--- config.mk ---
export PLATFORM = sky130hd
export DESIGN_NAME = piso_serializer
export DESIGN_NICKNAME = d
export VERILOG_FILES = /design/src/rtl/piso_serializer.sv
export SDC_FILE = /design/constraint.sdc
export NUM_CORES = 1
export LEC_CHECK = 0
export CORE_AREA = 8 8 45 47
export CTS_CLUSTER_SIZE = 14
export DETAILED_ROUTE_END_ITERATION = 16
export DIE_AREA = 0 0 53 55
export SLEW_MARGIN = 40
export SYNTH_ARGS = -nofsm -noshare
export SYNTH_HDL_FRONTEND = slang
export SYNTH_SLANG_ARGS = --single-unit
export TNS_END_PERCENT = 30
--- constraint.sdc ---
create_clock -name clk_i -period 2.3 [get_ports clk_i]
set_input_delay 0.46 -clock clk_i [delete_from_list [all_inputs] [get_ports clk_i]]
set_output_delay 0.46 -clock clk_i [all_outputs]
set_load 0.02 [all_outputs]
--- src/rtl/piso_serializer.sv ---
// Parallel-in/serial-out transmitter. Words are loaded through a valid/ready handshake
// and leave one bit per enabled clock. A new word can be loaded on the last bit, so there is no gap.
`timescale 1ns/1ps
module piso_serializer #(
  parameter int unsigned WIDTH     = 4,
  parameter bit          MSB_FIRST = 1'b1,
  parameter bit          IDLE_LVL  = 1'b0
) (
  input  logic             clk_i,
  input  logic             rst_i,
  input  logic [WIDTH-1:0] din_i,
  input  logic             load_valid_i,
  output logic             load_ready_o,
  input  logic             shift_en_i,
  output logic             dout_o,
  output logic             dout_valid_o,
  output logic             dout_last_o
);

  localparam int unsigned      CntW    = $clog2(WIDTH);
  localparam logic [CntW-1:0]  LastCnt = CntW'(WIDTH - 1);

  typedef enum logic {StIdle, StShift} state_e;

  state_e           state_q, state_d;
  logic [WIDTH-1:0] shreg_q, shreg_d;
  logic [CntW-1:0]  cnt_q, cnt_d;
  logic             is_last;
  logic             load_fire;

  // Outputs come from registers only; load_ready alone also looks at shift_en.
  always_comb begin
    dout_valid_o = (state_q == StShift);
    is_last      = dout_valid_o && (cnt_q == LastCnt);
    dout_last_o  = is_last;
    if (dout_valid_o) begin
      dout_o = MSB_FIRST ? shreg_q[WIDTH-1] : shreg_q[0];
    end else begin
      dout_o = IDLE_LVL;
    end
    load_ready_o = (state_q == StIdle) || (is_last && shift_en_i);
    load_fire    = load_valid_i && load_ready_o;
  end

  always_comb begin
    state_d = state_q;
    shreg_d = shreg_q;
    cnt_d   = cnt_q;
    if (load_fire) begin
      shreg_d = din_i;
      cnt_d   = '0;
      state_d = StShift;
    end else if (state_q == StShift && shift_en_i) begin
      if (cnt_q == LastCnt) begin
        state_d = StIdle;
      end else begin
        shreg_d = MSB_FIRST ? (shreg_q << 1) : (shreg_q >> 1);
        cnt_d   = cnt_q + 1'b1;
      end
    end
  end

  always_ff @(posedge clk_i or posedge rst_i) begin
    if (rst_i) begin
      state_q <= StIdle;
      shreg_q <= '0;
      cnt_q   <= '0;
    end else begin
      state_q <= state_d;
      shreg_q <= shreg_d;
      cnt_q   <= cnt_d;
    end
  end

endmodule

* Yosys cells after proc, flatten, opt, wreduce, memory -nomap -nowiden *
Index checks and enable logic that the tools add are counted.

operators by class
  add/sub/neg operators = 1
  equal/unequal tests = 2
  mux-type cells = 10
  bitwise operators = 1
  reductions and logical operators = 9

operators with widths
  kind                                           count
  2-to-1 mux 4 bit                               3
  2-to-1 mux 2 bit                               3
  logical AND 1 bit                              4
  2-to-1 mux 1 bit                               4
  AND reduction 2 bit                            2
  nonzero test 2 bit                             2
  adder 2 x 1 -> 2 bit (second input constant)   1
  equality test 2 bit (second input constant)    1
  inequality test 2 bit (second input constant)  1
  logical OR 1 bit                               1
  inverter 1 bit                                 1

word-level totals
  flip-flop bits (word level) = 7
  input bits = 8
  output and inout port bits = 4
  logic and storage cells = 26

* Logic depth before layout (Yosys ltp) *
Gate-level depths: netlist of run 1.

  depth in word-level cells = 7
  gate-level depth with buffers = 4
  gate-level depth less buffers = 4

* Worst setup path before layout of run 1 *
OpenSTA, ideal clock, no wires.

  path kind = register -> output
  start = register state_q (netlist: dout_valid_o)
  end = output port dout_o
  arrival = 0.949 ns
  required time = 1.840 ns
  setup slack = 0.891 ns
  stages on the path, launching flop included = 4
  buffers on the path = 1
  cells stage by stage = dfrtp_1 buf_6 inv_2 nor2_1

on the way
  cells in the longest elaborated chain, start to end = 1

ends and longest elaborated chain
  what                    RTL line  RTL
  start, declared         25        state_e state_q, state_d;
  start signal, assigned  65        state_q <= StIdle;
  start signal, assigned  69        state_q <= state_d;
  2-to-1 mux 1 bit        36        if (dout_valid_o) begin
  end, declared           15        output logic dout_o,

Every way passes these cells.

* Worst setup path in the final report of run 1 *
  start = input port shift_en_i
  end = output port load_ready_o

on the way
  cells in the longest elaborated chain, start to end = 2

ends and longest elaborated chain
  what               RTL line  RTL
  start, declared    14        input logic shift_en_i,
  logical AND 1 bit  41        load_ready_o = (state_q == StIdle) || (is_last && shift_en_i);
  logical OR 1 bit   41
  end, declared      13        output logic load_ready_o,

Every way passes these cells.

==> results.md, run 1 <==
Run status:
- The run finished with clean final reports.

Clock network:
- The clock passes through at most 2 buffers.
- The clock-pin slew on the worst setup and hold paths is about 50 ps.
- The number of hold-repair buffers added at the cts stage is 0.
- The buffer cell driving the clock tree root is sky130_fd_sc_hd__clkbuf_4.
- The maximum level of the CTS H-tree is 1.
- The number of gates resized after CTS is 0.
- The later pin in the worst-skew pair is clocked with a latency of approximately 250 ps.
- The clock drives 7 sinks.
- The number of setup buffers added after CTS is 0.
- The number of CTS-inserted buffers is 3.
- The clock tree from TritonCTS is done.

Synth:
- The most used flip-flop cell after synthesis is sky130_fd_sc_hd__dfrtp_1.
- The total of warnings raised by yosys is 0.
- Yosys attributes the largest share of cell area to sky130_fd_sc_hd__dfrtp_1 41%, sky130_fd_sc_hd__a211oi_2 8.7%, sky130_fd_sc_hd__inv_1 5.2%, sky130_fd_sc_hd__o22ai_4 4.6%, sky130_fd_sc_hd__nand2b_1 4.3%.
- In this run the cell area of the synthesized design comes to 432 um2.
- The post-synthesis average cell area is around 10 um2.
- The area share of the leading cell type in the synthesized netlist is roughly two fifths.
- For this run, asynchronously set or reset flops after synthesis account for 100%.
- After synthesis, flip-flops and latches occupy a little over 40% of the total area.
- The gate count after technology mapping is 42.
- After synthesis the netlist holds a flip-flop and latch count of 7.
- When the netlist entered floorplanning its net count stood at 51.
- The synthesized design contains 0 enable-type register cells.
- The netlist uses 21 different library cells.
- The biggest area consumer among synthesized cells is sky130_fd_sc_hd__dfrtp_1.
- Sorting the synthesized cells by how often they occur yields 7 x sky130_fd_sc_hd__dfrtp_1, 6 x sky130_fd_sc_hd__inv_1, 3 x sky130_fd_sc_hd__a211oi_2, 3 x sky130_fd_sc_hd__a21oi_1, 3 x sky130_fd_sc_hd__nand2b_1.
- sky130_fd_sc_hd__dfrtp_1 is the most common cell in the netlist.

Layout:
- The layout overhead on the synthesized area is 37.1%.
- The fraction of final layout cells sized beyond drive strength 1 is between 20% and 30%.
- The multi-input combinational cells in the finished layout cover a total of approximately 220 um2.
- The fill cell total of the finished layout is 150.
- The post-layout net count is 68.
- The number of antenna diodes in the final layout is 0.
- After routing the design area is 592 um2.
- The footprint of the flip-flops and latches is between 150 and 200 um2.

Critical path:
- The required time at the endpoint of the critical path is 1840 ps.
- Counting stages on the worst path, the most repeated cell is sky130_fd_sc_hd__clkdlybuf4s50_1.
- At the worst endpoint, the arrival time is 1730 ps.
- The element type at the critical path start is a primary input.
- Walking the worst path, the cells encountered are clkdlybuf4s50_1, nand2_1, nand2_2, clkdlybuf4s50_1.
- The combined buffer and inverter count along the critical path is 2.
- The endpoint kind of the worst setup timing path is an output port.
- The critical path is of the primary input to output port type.
- The largest fanout on the critical path is 3.
- The cell family contributing the most delay on the critical path is buffers and inverters.
- On the worst path, the slowest cell contributes a delay of between 600 and 700 ps.
- The standard cell with the maximum stage delay on the critical path is sky130_fd_sc_hd__clkdlybuf4s50_1.

Route:
- The per-cell routed wire length is 12.5 um.
- For this run, design rule violations remaining after detail routing come to 0.
- The detailed-route vias per instance is 4.72.
- The total wire length is between 900 and 1000 um.
- For this run, the detailed router's first-pass iteration total came to 1.
- The total vias in the final route is ~350.
- Once detail routing completed, the nets flagged for antenna violations numbered 0.
- The detailed router's first-iteration violation count is 0.

Floorplan:
- The die covers between 2000 and 3000 um2.
- The floorplan step defined a core boundary enclosing between 1000 and 1500 um2.
- Measured along the x axis, the die boundary spans 53 um.
- The vertical die dimension is 55 um.
- The row count is 14.
- For this configuration, the core starts out at a cell density of between 30% and 40%.
- The I/O pin count is 12.

Timing:
- Timing would allow up to 456 MHz.
- The number of failing hold endpoints at the final stage is 0.
- The final critical path time including I/O delays and setup is between 2000 and 2500 ps.
- The final-report setup violation count is 0.
- The final cycle utilization of the critical path is 95.3%.
- The actual transition at the worst max-transition pin is ~330 ps.
- Across the routed clock network, the largest skew measured is about 3.0 ps.
- Summed over all failing endpoints, the final setup total negative slack is 0 ps.
- Setup repair after global routing left no endpoint under its margin.
- Measured against its own limit, the worst slew margin works out to between 70% and 80%.
- The max-slew violation count came to 0.

Place:
- The global placer's final weighted congestion is around 0.76.
- During placement, the flow inserted port buffers numbering 11.
- The standard cell area after detailed placement is ~570 um2.
- The final HPWL from detailed placement is between 700 and 800 um.

Pwr:
- In this run the power density over the cells is approximately 1100 nW/um2.
- IR analysis of the VDD net gives a maximum drop of 0.000359 V.
- In this run the static leakage power is roughly 0.28 nW.

Worst hold path:
- The path type of the worst min-delay path is primary input to async pin.

GRT:
- The number of antenna violations at the first check in global routing is 0.
- The aggregate global-route resource usage is around 7.6%.
- Entering global routing, the biggest net connects 11 pins.
- For this run the aggregate overflow at the end of global routing stands at 0.
- The number of global-route vias before repair is approximately 340.
- The first global-routing pass estimated 1570 um of wire.

Flow run:
- Max-cap violations in this run came to 0.
final cells by class:
cell class	count	area share (%)
Clock buffer	4	4.44
Multi-Input combinational cell	27	37.0
Sequential cell	7	29.6
Timing Repair Buffer	13	21.1
Tap cell	16	3.38
Inverter	7	4.44
metrics by stage:
stage / instances / hold slack (ps) / total power, mW / util (%) / setup slack [ps]
floorplan: 42 / 263 / 0.438 / - / 891
global placement: 70 / 466 / 0.535 / 40.9 / 94.0
detailed placement: 70 / 477 / 0.540 / 40.9 / 96.6
CTS: 74 / 454 / 0.657 / 42.8 / 95.2
global route: 74 / 467 / 0.701 / 42.8 / 48.4
finish: 74 / 450 / 0.645 / 42.8 / 108
state kept, by name, indices dropped and copies added, names as in the netlist:
name          count
dout_valid_o      1
cnt_q             2
shreg_q           4
layout by cell type, fill, tap and decap left out:
cell / synthesis / routed
sky130_fd_sc_hd__clkdlybuf4s50_1: 0 / 11
sky130_fd_sc_hd__nor2_1: 2 / 2
sky130_fd_sc_hd__or2b_1: 2 / 2
sky130_fd_sc_hd__ha_1: 1 / 1
sky130_fd_sc_hd__inv_1: 6 / 6
sky130_fd_sc_hd__buf_4: 0 / 2
sky130_fd_sc_hd__o22ai_1: 1 / 1
sky130_fd_sc_hd__a211oi_2: 3 / 3
sky130_fd_sc_hd__a32o_1: 1 / 1
sky130_fd_sc_hd__inv_2: 1 / 1
sky130_fd_sc_hd__and2_2: 1 / 1
sky130_fd_sc_hd__mux2i_1: 1 / 1
sky130_fd_sc_hd__nand2b_1: 3 / 3
sky130_fd_sc_hd__and3_1: 2 / 2
sky130_fd_sc_hd__a21oi_1: 3 / 3
sky130_fd_sc_hd__nand2_2: 1 / 1
sky130_fd_sc_hd__o22ai_4: 1 / 1
sky130_fd_sc_hd__and3b_1: 1 / 1
sky130_fd_sc_hd__nand2_1: 1 / 1
sky130_fd_sc_hd__dfrtp_1: 7 / 7
sky130_fd_sc_hd__clkbuf_4: 0 / 3
sky130_fd_sc_hd__clkbuf_1: 0 / 1
sky130_fd_sc_hd__a22o_1: 2 / 2
sky130_fd_sc_hd__and2b_4: 1 / 1
power breakdown:
group          internal, mW  switching (mW)
sequential            0.173          0.0332
combinational         0.172           0.156
clock                0.0661          0.0445
metal layers:
| metal | track usage [%] | vias up | part of all wire (%) | wire length (um) |
|---|---|---|---|---|
| li1 | - | 178 | - | - |
| met1 | 8.78 | 163 | 46 | 431 |
| met2 | 10.9 | 6 | 48 | 448 |
| met3 | 2.67 | 2 | 3.8 | 35 |
| met4 | 6.47 | 0 | 1.3 | 12 |
| met5 | 0 | - | 0 | 0 |
final timing paths:
| path | startpoint | endpoint | slack (ps) | cells past startpoint |
|---|---|---|---|---|
| setup / recovery | shift_en_i | load_ready_o | 110 | 4 |
| hold / removal | rst_i | cnt_q[1] | 450 | 2 |
| setup reg to reg | cnt_q[0] | shreg_q[0] | 930 | 4 |
| hold reg to reg | shreg_q[0] | shreg_q[0] | 480 | 1 |
| max in group asynchronous | rst_i | dout_valid_o | 1620 | 2 |
| min in group clk_i | shreg_q[0] | shreg_q[0] | 480 | 1 |
kinds of logic (layout without fill, tap and decap cells):
family / after synthesis / count (layout) / synth area share [%]
buffers and inverters: 8 / 24 / 8.69
DFF: 7 / 7 / 40.6
AOI/OAI and AO/OA: 11 / 11 / 24.6
muxes: 1 / 1 / 2.32
and+or+nand+nor: 14 / 14 / 20.9
adders and majority gates: 1 / 1 / 2.90
(Power assumes the default switching activity.)
==> inputs of run 2 (changes only) <==
- SKIP_CTS_REPAIR_TIMING: not set -> 1
==> results of run 2 <==
Final layout, timing and power as in run 1 (identical DEF).
==> inputs of run 3 (changes only) <==
- SKIP_LAST_GASP: not set -> 1
==> results of run 3 <==
Final layout, timing and power as in run 1 (identical DEF).
